==> config.mk <==
export PLATFORM = sky130hd
export DESIGN_NAME = packet_header_stamper
export DESIGN_NICKNAME = d
export VERILOG_FILES = /design/src/rtl/mindy_pkg.sv /design/src/rtl/packet_header_stamper.sv
export SDC_FILE = /design/constraint.sdc
export NUM_CORES = 1
export LEC_CHECK = 0
export CORE_AREA = 2 2 417 419
export CTS_BUF_LIST = sky130_fd_sc_hd__clkbuf_4 sky130_fd_sc_hd__clkbuf_8
export DETAILED_ROUTE_END_ITERATION = 10
export DIE_AREA = 0 0 419 421
export MAX_ROUTING_LAYER = met4
export PLACE_DENSITY = 0.3
export SLEW_MARGIN = 5
export SYNTH_ARGS = -nofsm -noshare
export SYNTH_HDL_FRONTEND = slang
export SYNTH_SLANG_ARGS = --single-unit
export TNS_END_PERCENT = 100
==> constraint.sdc <==
create_clock -name clk -period 6.81 [get_ports clk]
set_clock_uncertainty 0.1 [all_clocks]
set_input_delay 1.0215 -clock clk [delete_from_list [all_inputs] [get_ports clk]]
set_output_delay 1.0215 -clock clk [all_outputs]
set_load 0.02 [all_outputs]
==> src/rtl/mindy_pkg.sv <==
// Shared definitions for the packet header stamper: header field layout,
// default signature and FSM state type.
package mindy_pkg;

    localparam int unsigned DATA_W = 512;

    localparam logic [31:0] DEFAULT_MAGIC = 32'h4D494E44;

    localparam int unsigned MAGIC_LSB = 0;
    localparam int unsigned MAGIC_W   = 32;
    localparam int unsigned SID_LSB   = 32;
    localparam int unsigned SID_W     = 8;
    localparam int unsigned SEQ_LSB   = 40;
    localparam int unsigned SEQ_W     = 32;
    localparam int unsigned SIZE_LSB  = 72;
    localparam int unsigned SIZE_W    = 16;
    localparam int unsigned BEATS_LSB = 88;
    localparam int unsigned BEATS_W   = 10;

    typedef enum logic {
        S_HEADER  = 1'b0,
        S_PAYLOAD = 1'b1
    } state_e;

    function automatic logic [DATA_W-1:0] build_header(
        input logic [MAGIC_W-1:0] magic,
        input logic [SID_W-1:0]   stream_id,
        input logic [SEQ_W-1:0]   seq,
        input logic [SIZE_W-1:0]  size
    );
        logic [DATA_W-1:0] h;
        h = '0;
        h[MAGIC_LSB +: MAGIC_W] = magic;
        h[SID_LSB   +: SID_W]   = stream_id;
        h[SEQ_LSB   +: SEQ_W]   = seq;
        h[SIZE_LSB  +: SIZE_W]  = size;
        h[BEATS_LSB +: BEATS_W] = size[15:6];
        return h;
    endfunction

endpackage

==> src/rtl/packet_header_stamper.sv <==
// Prepends a 64-byte header beat to every AXI-Stream packet and checks the
// payload beat count against PACKET_SIZE, publishing sent/error status.
module packet_header_stamper
    import mindy_pkg::*;
#(
    parameter logic [7:0]  STREAM_ID = 8'h00,
    parameter logic [31:0] MAGIC     = DEFAULT_MAGIC
) (
    input  logic         clk,
    input  logic         resetn,
    input  logic [511:0] AXIS_IN_TDATA,
    input  logic         AXIS_IN_TLAST,
    input  logic         AXIS_IN_TVALID,
    output logic         AXIS_IN_TREADY,
    output logic [511:0] AXIS_OUT_TDATA,
    output logic         AXIS_OUT_TLAST,
    output logic         AXIS_OUT_TVALID,
    input  logic         AXIS_OUT_TREADY,
    input  logic [15:0]  PACKET_SIZE,
    input  logic         SEQ_CLEAR,
    output logic [31:0]  PACKETS_SENT,
    output logic         LENGTH_ERROR
);

    state_e             state_q, state_d;
    logic [SEQ_W-1:0]   seq_num_q, seq_num_d;
    logic [SEQ_W-1:0]   hdr_seq_q, hdr_seq_d;
    logic [BEATS_W-1:0] beat_count_q, beat_count_d;
    logic [31:0]        packets_sent_q, packets_sent_d;
    logic               length_error_q, length_error_d;

    logic [BEATS_W-1:0] expected_beats;
    logic [BEATS_W-1:0] beat_num;
    logic               out_hs;

    assign expected_beats = PACKET_SIZE[15:6];
    // Output valid mirrors input valid in both states, so one handshake term serves both.
    assign out_hs         = AXIS_IN_TVALID && AXIS_OUT_TREADY;
    assign beat_num       = (beat_count_q == '1) ? beat_count_q : beat_count_q + 10'd1;

    always_comb begin
        state_d         = state_q;
        seq_num_d       = seq_num_q;
        hdr_seq_d       = hdr_seq_q;
        beat_count_d    = beat_count_q;
        packets_sent_d  = packets_sent_q;
        length_error_d  = length_error_q;

        AXIS_IN_TREADY  = 1'b0;
        AXIS_OUT_TVALID = AXIS_IN_TVALID;
        AXIS_OUT_TLAST  = 1'b0;
        AXIS_OUT_TDATA  = build_header(MAGIC, STREAM_ID, hdr_seq_q, PACKET_SIZE);

        case (state_q)
            S_HEADER: begin
                if (out_hs) begin
                    state_d      = S_PAYLOAD;
                    beat_count_d = '0;
                end
            end
            S_PAYLOAD: begin
                AXIS_IN_TREADY = AXIS_OUT_TREADY;
                AXIS_OUT_TLAST = AXIS_IN_TLAST;
                AXIS_OUT_TDATA = AXIS_IN_TDATA;
                if (out_hs) begin
                    beat_count_d = beat_num;
                    if ((expected_beats != '0) && (AXIS_IN_TLAST != (beat_num == expected_beats)))
                        length_error_d = 1'b1;
                    if (AXIS_IN_TLAST) begin
                        state_d        = S_HEADER;
                        seq_num_d      = seq_num_q + 32'd1;
                        packets_sent_d = packets_sent_q + 32'd1;
                        // Latch the next header's sequence now so later clears cannot disturb it.
                        hdr_seq_d      = SEQ_CLEAR ? '0 : seq_num_q + 32'd1;
                    end
                end
            end
            default: state_d = S_HEADER;
        endcase

        if (SEQ_CLEAR)
            seq_num_d = '0;
    end

    always_ff @(posedge clk) begin
        if (!resetn) begin
            state_q        <= S_HEADER;
            seq_num_q      <= '0;
            hdr_seq_q      <= '0;
            beat_count_q   <= '0;
            packets_sent_q <= '0;
            length_error_q <= 1'b0;
        end else begin
            state_q        <= state_d;
            seq_num_q      <= seq_num_d;
            hdr_seq_q      <= hdr_seq_d;
            beat_count_q   <= beat_count_d;
            packets_sent_q <= packets_sent_d;
            length_error_q <= length_error_d;
        end
    end

    assign PACKETS_SENT = packets_sent_q;
    assign LENGTH_ERROR = length_error_q;

endmodule

==> reports/qor.yml <==
floorplan:
  boundaryPins: 1082
  core-area_sq_um: 172000
  die_w_um: 419
  dieArea_sq_um: 176000
  initial_core_util: 0.0536
  die_y_um: 421
  num_rows: 153
placed_design:
  dp_cells: 4581
  gp_congestion: 0.916
  port-buffer-count: 1081
  place_hpwl_um: 105000
cells_and_area:
  drive_above_1_share: 0.0440
  area_growth_pct: 149
  fin_nets: 2804
  final_cells: 4611
drt:
  wl_per_cell_um: 25.5
  viasPerCell: 2.72
  drc_errors: 0
  drt_iter0_drc: 507
  vias: 12600
  routed_wl_um: 118000
  dr.pass1.iters: 4
  ant_nets: 0
clock_network:
  cts_resized: 0
  postCtsSetupRepairBufs: 0
  clk_latency_ps: 450
  clock_sinks: 108
  cts_buffers: 9
  cts_buffer_depth: 2
  cts-hold-fix-buffers: 0
  cts_htree_levels: 3
  cts_tree: "done"
  cts_root_buf: "clkbuf_8"
  clk_pin_slew_ps: 120
critical_path:
  crit_type: "reg -> out"
  startpoint_type: "register"
  cp-end-kind: "output port"
  crit_path_max_fanout: 126
  reg2reg_setup_slack_ps: 3470
  crit_required_ps: 5690
  crit_arrival_ps: 3170
global_routing:
  grt_pass1_vias: 12600
  grt_first_pass_wirelength_um: 145000
  grt_use_total: 0.131
  gr-total-overflow: 0
  grt_max_degree: 127
  antenna_found_initial: 68
synth:
  synth-warning-count: 0
  synth-main-ff-cell: "dfxtp_1"
  synth.cell_area_sq_um: 9240
  synth_cell_types: 59
  synth_cells: 1260
  yosysSeqAreaShare: 0.234
  synth_edf_count: 0
  async_flop_share: 0
  postSynthRegisterBits: 108
  synth_nets: 1797
  avgSynthCellArea_sq_um: 7.33
sta:
  relSlewSlack: 0.375
  setup_viol: 0
  worst_pin_slew_ps: 938
  finalHoldViolations: 0
  fin_crit_sh: 0.630
  fmax_mhz: 233
  fin_tns_setup_ps: 0
  drv_slew: 0
  rsz0062_at_grt: "no"
  post-route-min-period_ps: 4290
power:
  power_mw: 2.20
  p_per_area_nw_per_um2: 95.8
  irDropWorstVdd_uv: 80.5
  p_leak_nw: 7.53
status:
  outcome: "finished, final reports clean"
flow_run:
  maxCapViolCount: 0
hold_path:
  hold_class: "reg -> reg"
## kinds of logic after synthesis
group / count (synthesis) / share of synthesized area
XOR/XNOR: 89 / 0.0844
AND/OR/NAND/NOR: 810 / 0.516
multiplexers: 43 / 0.0519
AO/OA/AOI/OAI: 100 / 0.0619
flip-flops: 108 / 0.234
adder cells (fa/ha/maj): 3 / 0.00406
buffers and inverters: 107 / 0.0474
## worst paths after layout
check,to,from,depth (start not counted)
hold reg to reg,hdr_seq_q[19],hdr_seq_q[19],2
hold / removal,hdr_seq_q[19],hdr_seq_q[19],2
setup / recovery,AXIS_OUT_TDATA[90],state_q,4
setup reg to reg,PACKETS_SENT[23],state_q,6
## registers in the layout (all words and copies together) (netlist names)
register / cells
beat_count_q: 10
hdr_seq_q: 32
LENGTH_ERROR: 1
seq_num_q: 32
state_q: 1
PACKETS_SENT: 32
## power by group
part | internal (mW) | switching [mW] | total [mW]
clock | 0.153 | 0.296 | 0.449
combinational | 0.585 | 0.522 | 1.11
sequential | 0.632 | 0.0114 | 0.644
## cells in the mapped netlist, types with 15 or more instances
| library cell | count | area share |
|---|---|---|
| dfxtp_1 | 108 | 0.23 |
| and2_1 | 471 | 0.32 |
| nand2_1 | 123 | 0.050 |
| nand2b_1 | 27 | 0.018 |
| xnor2_1 | 52 | 0.049 |
| xor2_1 | 37 | 0.035 |
| o21ai_0 | 44 | 0.024 |
| nand3_1 | 29 | 0.016 |
| mux2_2 | 38 | 0.046 |
| nor2_1 | 51 | 0.021 |
| a21oi_1 | 24 | 0.013 |
| clkbuf_1 | 76 | 0.031 |
| or3_1 | 15 | 0.010 |
## through the flow
stage                      util  setup slack [ps]  hold slack, ps  cell area [sq um]
after global routing      0.133              2350             390              23000
final                     0.133              2520             366              23000
after global placement    0.132              2390             336              22700
after CTS                 0.133              2390             366              22900
after detailed placement  0.132              2720             343              22700
after floorplan               -              4250             321               9240
## cell type report
type / count / area, sq um
multi-input combinational: 1045 / 6660
fill: 19800 / 150000
tap: 2325 / 2910
timing repair buffer: 1092 / 11000
inverter: 11 / 41.3
antenna: 14 / 35.0
clock buffer: 10 / 138
sequential: 108 / 2170
clock inverter: 6 / 62.6
## cell usage in the layout (no fill, tap or decap), types with 5 or more instances in the layout
cell	n
a21boi_0	6
a21oi_1	24
and2_1	471
and3_1	9
and4_1	10
buf_4	7
clkbuf_8	10
clkdlybuf4s50_1	1081
dfxtp_1	107
diode_2	14
inv_1	11
mux2_2	38
nand2_1	123
nand2b_1	27
nand3_1	29
nand3_2	5
nand4_1	14
nor2_1	51
nor2b_1	5
nor3_1	13
nor3_2	14
o21ai_0	43
o21ai_1	11
or3_1	15
xnor2_1	52
xor2_1	37
## critical path, stage by stage (launching register included)
cell and delay [ps]:
dfxtp_4 950, buf_12 450, nand2b_1 250, nand2_1 250
clkdlybuf4s50_1 630
## metal layers
metal	GRT usage	vias up	wire length, um
met5	-	-	0
met3	0.0254	153	6330
met1	0.121	5810	39000
met4	0.0402	0	4430
li1	-	6076	-
met2	0.265	519	67700
Note: power is estimated with default switching activity, not from simulation.
